### config.mk
export PLATFORM = sky130hd
export DESIGN_NAME = exc_vector_ctrl
export DESIGN_NICKNAME = d
export VERILOG_FILES = /design/src/rtl/exc_vector_ctrl.sv
export SDC_FILE = /design/constraint.sdc
export NUM_CORES = 1
export LEC_CHECK = 0
export CAP_MARGIN = 20
export CORE_ASPECT_RATIO = 0.9
export CORE_MARGIN = 2
export CORE_UTILIZATION = 41
export DETAILED_ROUTE_END_ITERATION = 6
export PLACE_DENSITY = 0.81
export SYNTH_ARGS = -nofsm -noshare
export SYNTH_HDL_FRONTEND = slang
export SYNTH_SLANG_ARGS = --single-unit
### constraint.sdc
create_clock -name clk -period 2.25 [get_ports clk]
set_input_delay 0.225 -clock clk [delete_from_list [all_inputs] [get_ports clk]]
set_output_delay 0.225 -clock clk [all_outputs]
set_load 0.005 [all_outputs]
### src/rtl/exc_vector_ctrl.sv
// exc_vector_ctrl: multicycle-MIPS exception sequencer (EPC save, vector fetch, PC load).
// Define EXC_VECTOR_COUNT_EN to add the saturating exc_count output.
module exc_vector_ctrl #(
  parameter logic [31:0] EPC_OFFSET = 32'd4,
  parameter int MEM_LATENCY = 1
) (
  input  logic clk,
  input  logic reset,
  input  logic exc_opcode,
  input  logic exc_overflow,
  input  logic exc_div0,
  input  logic [31:0] pc_in,
  input  logic [31:0] mem_data_in,
  output logic [2:0] vec_sel,
  output logic mem_rd,
  output logic [31:0] epc_out,
  output logic epc_wr,
  output logic [31:0] pc_out,
  output logic pc_wr,
  output logic [1:0] exc_code,
  output logic busy
`ifdef EXC_VECTOR_COUNT_EN
  ,output logic [7:0] exc_count
`endif
);
  typedef enum logic [2:0] {S_IDLE, S_CAPTURE, S_ADDR, S_WAIT, S_LOAD} state_t;
  localparam logic [2:0] LAST = 3'(MEM_LATENCY - 1);
  state_t state, state_n;
  logic [2:0] cnt, cnt_n, vec_n;
  logic [1:0] code_n;
  logic [31:0] epc_n, pc_n;
  logic unused_data;
  assign unused_data = ^mem_data_in[31:8];
  always_comb begin
    state_n = state;
    cnt_n = cnt;
    vec_n = vec_sel;
    code_n = exc_code;
    epc_n = epc_out;
    pc_n = pc_out;
    case (state)
      S_IDLE: if (exc_opcode | exc_overflow | exc_div0) begin
        state_n = S_CAPTURE;
        code_n = exc_opcode ? 2'b01 : exc_overflow ? 2'b10 : 2'b11;
        vec_n = exc_opcode ? 3'b010 : exc_overflow ? 3'b011 : 3'b100;
        epc_n = pc_in - EPC_OFFSET;
      end
      S_CAPTURE: state_n = S_ADDR;
      S_ADDR: begin
        state_n = S_WAIT;
        cnt_n = '0;
      end
      S_WAIT: if (cnt == LAST) begin
        state_n = S_LOAD;
        pc_n = {24'b0, mem_data_in[7:0]};
      end else cnt_n = cnt + 3'd1;
      S_LOAD: begin
        state_n = S_IDLE;
        vec_n = '0;
      end
      default: state_n = S_IDLE;
    endcase
  end
  // strobes are decoded from the next state so every output is a flop
  always_ff @(posedge clk or negedge reset)
    if (!reset) begin
      state <= S_IDLE;
      cnt <= '0;
      vec_sel <= '0;
      exc_code <= '0;
      epc_out <= '0;
      pc_out <= '0;
      epc_wr <= 1'b0;
      mem_rd <= 1'b0;
      pc_wr <= 1'b0;
      busy <= 1'b0;
    end else begin
      state <= state_n;
      cnt <= cnt_n;
      vec_sel <= vec_n;
      exc_code <= code_n;
      epc_out <= epc_n;
      pc_out <= pc_n;
      epc_wr <= state_n == S_CAPTURE;
      mem_rd <= state_n == S_ADDR;
      pc_wr <= state_n == S_LOAD;
      busy <= state_n != S_IDLE;
    end
`ifdef EXC_VECTOR_COUNT_EN
  always_ff @(posedge clk or negedge reset)
    if (!reset) exc_count <= '0;
    else if (state == S_LOAD && exc_count != 8'hFF) exc_count <= exc_count + 8'd1;
`endif
endmodule

* Word level (Yosys, flattened, before mapping)
Cells that the tools add are included.
** Cells by class
- Add/sub/neg operators :: 2
- Reduce and logical (&&, ||, !) cells :: 9
- Eq/ne operators :: 9
- Mux-type cells :: 11
- Bitwise operators :: 2
** Operator list (number)
- $sub 32x3->32 const B :: 1
- $mux 3 :: 6
- $pmux 3 s2 :: 2
- $pmux 3 s4 :: 1
- $eq 3x2->1 const B :: 3
- $reduce_and 2->1 :: 4
- $eq 3x1->1 const B :: 2
- $eq 3x3->1 const B :: 2
- $logic_not 3->1 :: 2
- $ne 2x2->1 const B :: 2
- $reduce_bool 2->1 :: 2
- $add 3x1->3 const B :: 1
- $reduce_bool 3->1 :: 1
- $mux 2 :: 1
- $or 1x1->1 :: 2
- $mux 1 :: 1
** Word-level totals
- Register bits :: 55
- Word-level logic and storage cells :: 43
- Bits of input ports :: 69

* Logic depth before layout (Yosys ltp)
- Depth after elaboration :: 5
- Gate-level depth with buffers :: 9

* Worst setup path after synthesis
Ideal clock, no wire load.
- Kind :: register to register
- From :: register state[0]
- To :: register epc_out[27]
- Clock period less this slack :: 1.778 ns
- Slack :: 0.472 ns
- Library setup time :: 0.069 ns
- Buffers on the path :: 2
- Cell stages (with the launch flop) :: 7
- Arrival :: 1.709 ns
- Cell sequence :: dfrtp_1 -> buf_6 -> or3_1 -> or2_1 -> buf_2 -> or4_1 -> nand3_1
** On the way
- Longest elaborated chain between the ends :: 2
** Ends and longest elaborated chain
- from (decl) :: RTL line 28 : state_t state, state_n;
- from (signal assigned) :: RTL line 78 : state <= state_n;
- $logic_not 3->1 :: RTL line 41 : case (state)
- $reduce_and 2->1 (no source line)
- to (signal assigned) :: RTL line 82 : epc_out <= epc_n;
- to (decl) :: RTL line 16 : output logic [31:0] epc_out,
No other way between the ends.
A chain may end at the register's enable or synchronous reset.

* Worst setup path after layout
- From :: register cnt[0]
- To :: register pc_out[5]
** On the way
- Longest elaborated chain between the ends :: 2
** Ends and longest elaborated chain
- from (decl) :: RTL line 29 : logic [2:0] cnt, cnt_n, vec_n;
- from (signal assigned) :: RTL line 79 : cnt <= cnt_n;
- $logic_not 3->1 :: RTL line 53 : S_WAIT: if (cnt == LAST) begin
- $reduce_and 2->1 (no source line)
- to (signal assigned) :: RTL line 83 : pc_out <= pc_n;
- to (decl) :: RTL line 18 : output logic [31:0] pc_out,
No other way between the ends.

==> impl_metrics.ini <==
[worst_setup_path]
r2r_slack_ns = 0.25
worstReg2RegEnd = pc_out[5]$_DFFE_PN0P_
path_max_fanout = 9
critical-path-top-delay-family = simple AND/OR/NAND/NOR gates
critPathSlowestCell = dfrtp_1
path_cells = inv_1 -> ha_1 -> nor2b_1 -> nand2_1 -> nor2_2 -> mux2_2
worstReg2RegStart = cnt[0]$_DFFE_PN0P_
max_stage_delay_ns = 0.41
cp.arrival_ns = 2.19
worstSetupEndpointType = register
crit_type = register to register
r2r_cells = 6
cp.buffers_inverters = 1
cp-start-kind = register
cp.required_ns = 2.45

[clocking]
cts_buffers = 5
cts_sinks = 55
path_clk_slew_ns = 0.10
ctsHtreeMaxLevel = 2
clock-root-buffer = clkbuf_8
cts_buffer_depth = 2
clk_latency_ns = 0.30
post-cts-setup-buffers = 0
tritoncts = built

[layout]
n_antenna_cell = 0
fillers = 625
final_cell_mix = clkdlybuf4s50_1, dfrtp_1, nand2_1
nets = 486
area_growth_pct = 41.47
drive_gt1_frac = 0.1398
final_common_cell = clkdlybuf4s50_1
final_cells = 508

[die]
core_area_mm2 = 0.006967
rows = 29
dieArea_mm2 = 0.007792
start_util = 0.4179
ioPinCount = 142
die_width_um = 92.83
die_y_um = 83.95

[hold_path]
hp-class = primary input to register
worstHoldStart = pc_in[0]
hold_depth = 3
hold_path_end = epc_out[0]$_DFFE_PN0P_

[yosys]
avgSynthCellArea_um2 = 9.803
ys_seq_elements = 55
synth_edf_count = 0
ys.flop_type = dfrtp_1
synthArstFlopShare = 1.000
ys_seq_area_frac = 0.4727
yosysWarnings = 0
synth.distinct_cells = 44
syn_inst = 297
syn_area_mm2 = 0.002912

[sta]
rsz0062_at_grt = no
fin_crit_sh = 0.8867
hold_violations = 0
fin_worst_hold_slack_ns = 0.4439
finClkSkew_ns = 0.004949
period_minus_slack_ns = 1.995
slew_viol_final = 0
maxSlewHeadroom = 0.5980
max_freq_mhz = 501.2
finalSetupViolCount = 0
worstMarginPinSlew_ns = 0.6030

[routing]
post_drt_wl_per_cell_um = 13.29
firstDrtPassIters = 4
drc = 0
drt-initial-drc-count = 82
vias = 2529
drtAntennaViolNets = 0
viasPerCell = 4.978
wirelength_mm = 6.749

[power]
powerDensity_mw_per_mm2 = 1055
power.leakage_uw = 0.001704
vdd_drop_max_uv = 448.4

[grt]
grt_pass1_wl_mm = 11.30
grt_max_degree = 30
antenna_found_initial = 0
grtUsageTotal = 0.1784
first_global_vias = 2433
overflow = 0

[placement]
io_buffers = 93
hpwl_mm = 5.232
place.detailed.instances = 499
gp_congestion = 0.8261

[status]
outcome = completed

[job]
drv_cap = 0
==> per-stage QoR <==
step / utilization / instance area (um2) / setup slack [ns] / TNS [ns] / total power [uW]
finish: 0.5912 / 4119 / 0.2549 / 0 / 4345
global route: 0.5912 / 4119 / 0.08216 / 0 / 4711
CTS: 0.5912 / 4119 / 0.2363 / 0 / 4407
detailed placement: 0.5767 / 4018 / -0.01630 / -0.02601 / 3847
global placement: 0.5767 / 4018 / -0.02072 / -0.02072 / 3777
floorplan: - / 2998 / 0.4722 / 0 / 2668
==> logic make-up (layout without fill, tap and decap cells) <==
| family | after synthesis | in the layout | share of synthesized area |
|---|---|---|---|
| AND/OR/NAND/NOR | 114 | 114 | 0.2162 |
| flip-flops | 55 | 55 | 0.4727 |
| other | 1 | 24 | 0.001288 |
| buffers and inverters | 43 | 138 | 0.1001 |
| multiplexers | 9 | 9 | 0.03481 |
| AO/OA/AOI/OAI | 61 | 61 | 0.1289 |
| adder cells (fa/ha/maj) | 3 | 3 | 0.01289 |
| XOR/XNOR | 11 | 11 | 0.03309 |
==> synth_stat cells, types with 3 or more instances <==
| cell | instances | area (um2) |
|---|---|---|
| a21oi_1 | 3 | 15.01 |
| a22o_1 | 3 | 26.28 |
| a31oi_1 | 18 | 112.6 |
| buf_2 | 4 | 20.02 |
| buf_4 | 24 | 180.2 |
| clkbuf_1 | 4 | 15.01 |
| dfrtp_1 | 55 | 1376 |
| ha_1 | 3 | 37.54 |
| inv_1 | 6 | 22.52 |
| mux2_2 | 9 | 101.4 |
| nand2_1 | 31 | 116.4 |
| nand3_1 | 3 | 15.01 |
| nand4_1 | 3 | 18.77 |
| nor2_1 | 28 | 105.1 |
| nor3_1 | 6 | 30.03 |
| o21ai_0 | 21 | 105.1 |
| o31ai_1 | 10 | 75.07 |
| or3_1 | 11 | 68.82 |
| or4_1 | 12 | 90.09 |
| xnor2_1 | 5 | 43.79 |
| xor2_1 | 6 | 52.55 |
==> report_power, final <==
part	internal, uW	switching, uW
registers	1460	258
logic	1230	855
clock network	224	323
==> cell type report <==
cell class	count	area (um2)	share of cell area
sequential	55	1376	0.3341
tap	93	116.4	0.02825
timing repair buffer	123	1179	0.2861
inverter	7	26.28	0.006379
clock inverter	3	22.52	0.005468
multi-input combinational	222	1330	0.3229
clock buffer	5	68.82	0.01671
==> routing by layer <==
metal,share of wire,wire [um],track usage,vias to the layer above
met4,0.0090,61,0.05615,0
met2,0.48,3265,0.2892,87
met1,0.45,3063,0.2481,1191
met3,0.053,359,0.02349,6
li1,-,-,-,1245
met5,0,0,0,-
==> worst max-delay path by stage <==
| stage | endpoint | slack [ns] | cells after the start | startpoint |
|---|---|---|---|---|
| global placement | epc_out[28]$_DFFE_PN0P_ | -0.02 | 9 | pc_in[3] |
| floorplan | epc_out[27]$_DFFE_PN0P_ | 0.47 | 6 | state[0]$_DFF_PN0_ |
| global route | pc_out[0]$_DFFE_PN0P_ | 0.08 | 6 | cnt[0]$_DFFE_PN0P_ |
| detailed placement | epc_out[28]$_DFFE_PN0P_ | -0.02 | 9 | pc_in[2] |
| CTS | pc_out[5]$_DFFE_PN0P_ | 0.24 | 6 | cnt[0]$_DFFE_PN0P_ |
| finish | pc_out[5]$_DFFE_PN0P_ | 0.25 | 6 | cnt[0]$_DFFE_PN0P_ |
==> registers in the layout (all words and copies together), names as in the netlist <==
register  count
pc_wr         1
cnt           3
state         3
busy          1
pc_out        8
epc_out      32
mem_rd        1
epc_wr        1
exc_code      2
vec_sel       3
==> worst min-delay path, delay by kind of cell <==
kind,cells,cell delay (ns)
buffers and inverters,1,0.40
AND/OR/NAND/NOR,2,0.10
==> timing repair <==
| action | in CTS | in global routing |
|---|---|---|
| gates resized for setup | 0 | 0 |
| hold buffers | 1 | 0 |
| endpoints found under the hold margin | 26 | 0 |
No activity file was read; power rests on OpenSTA's default activity.
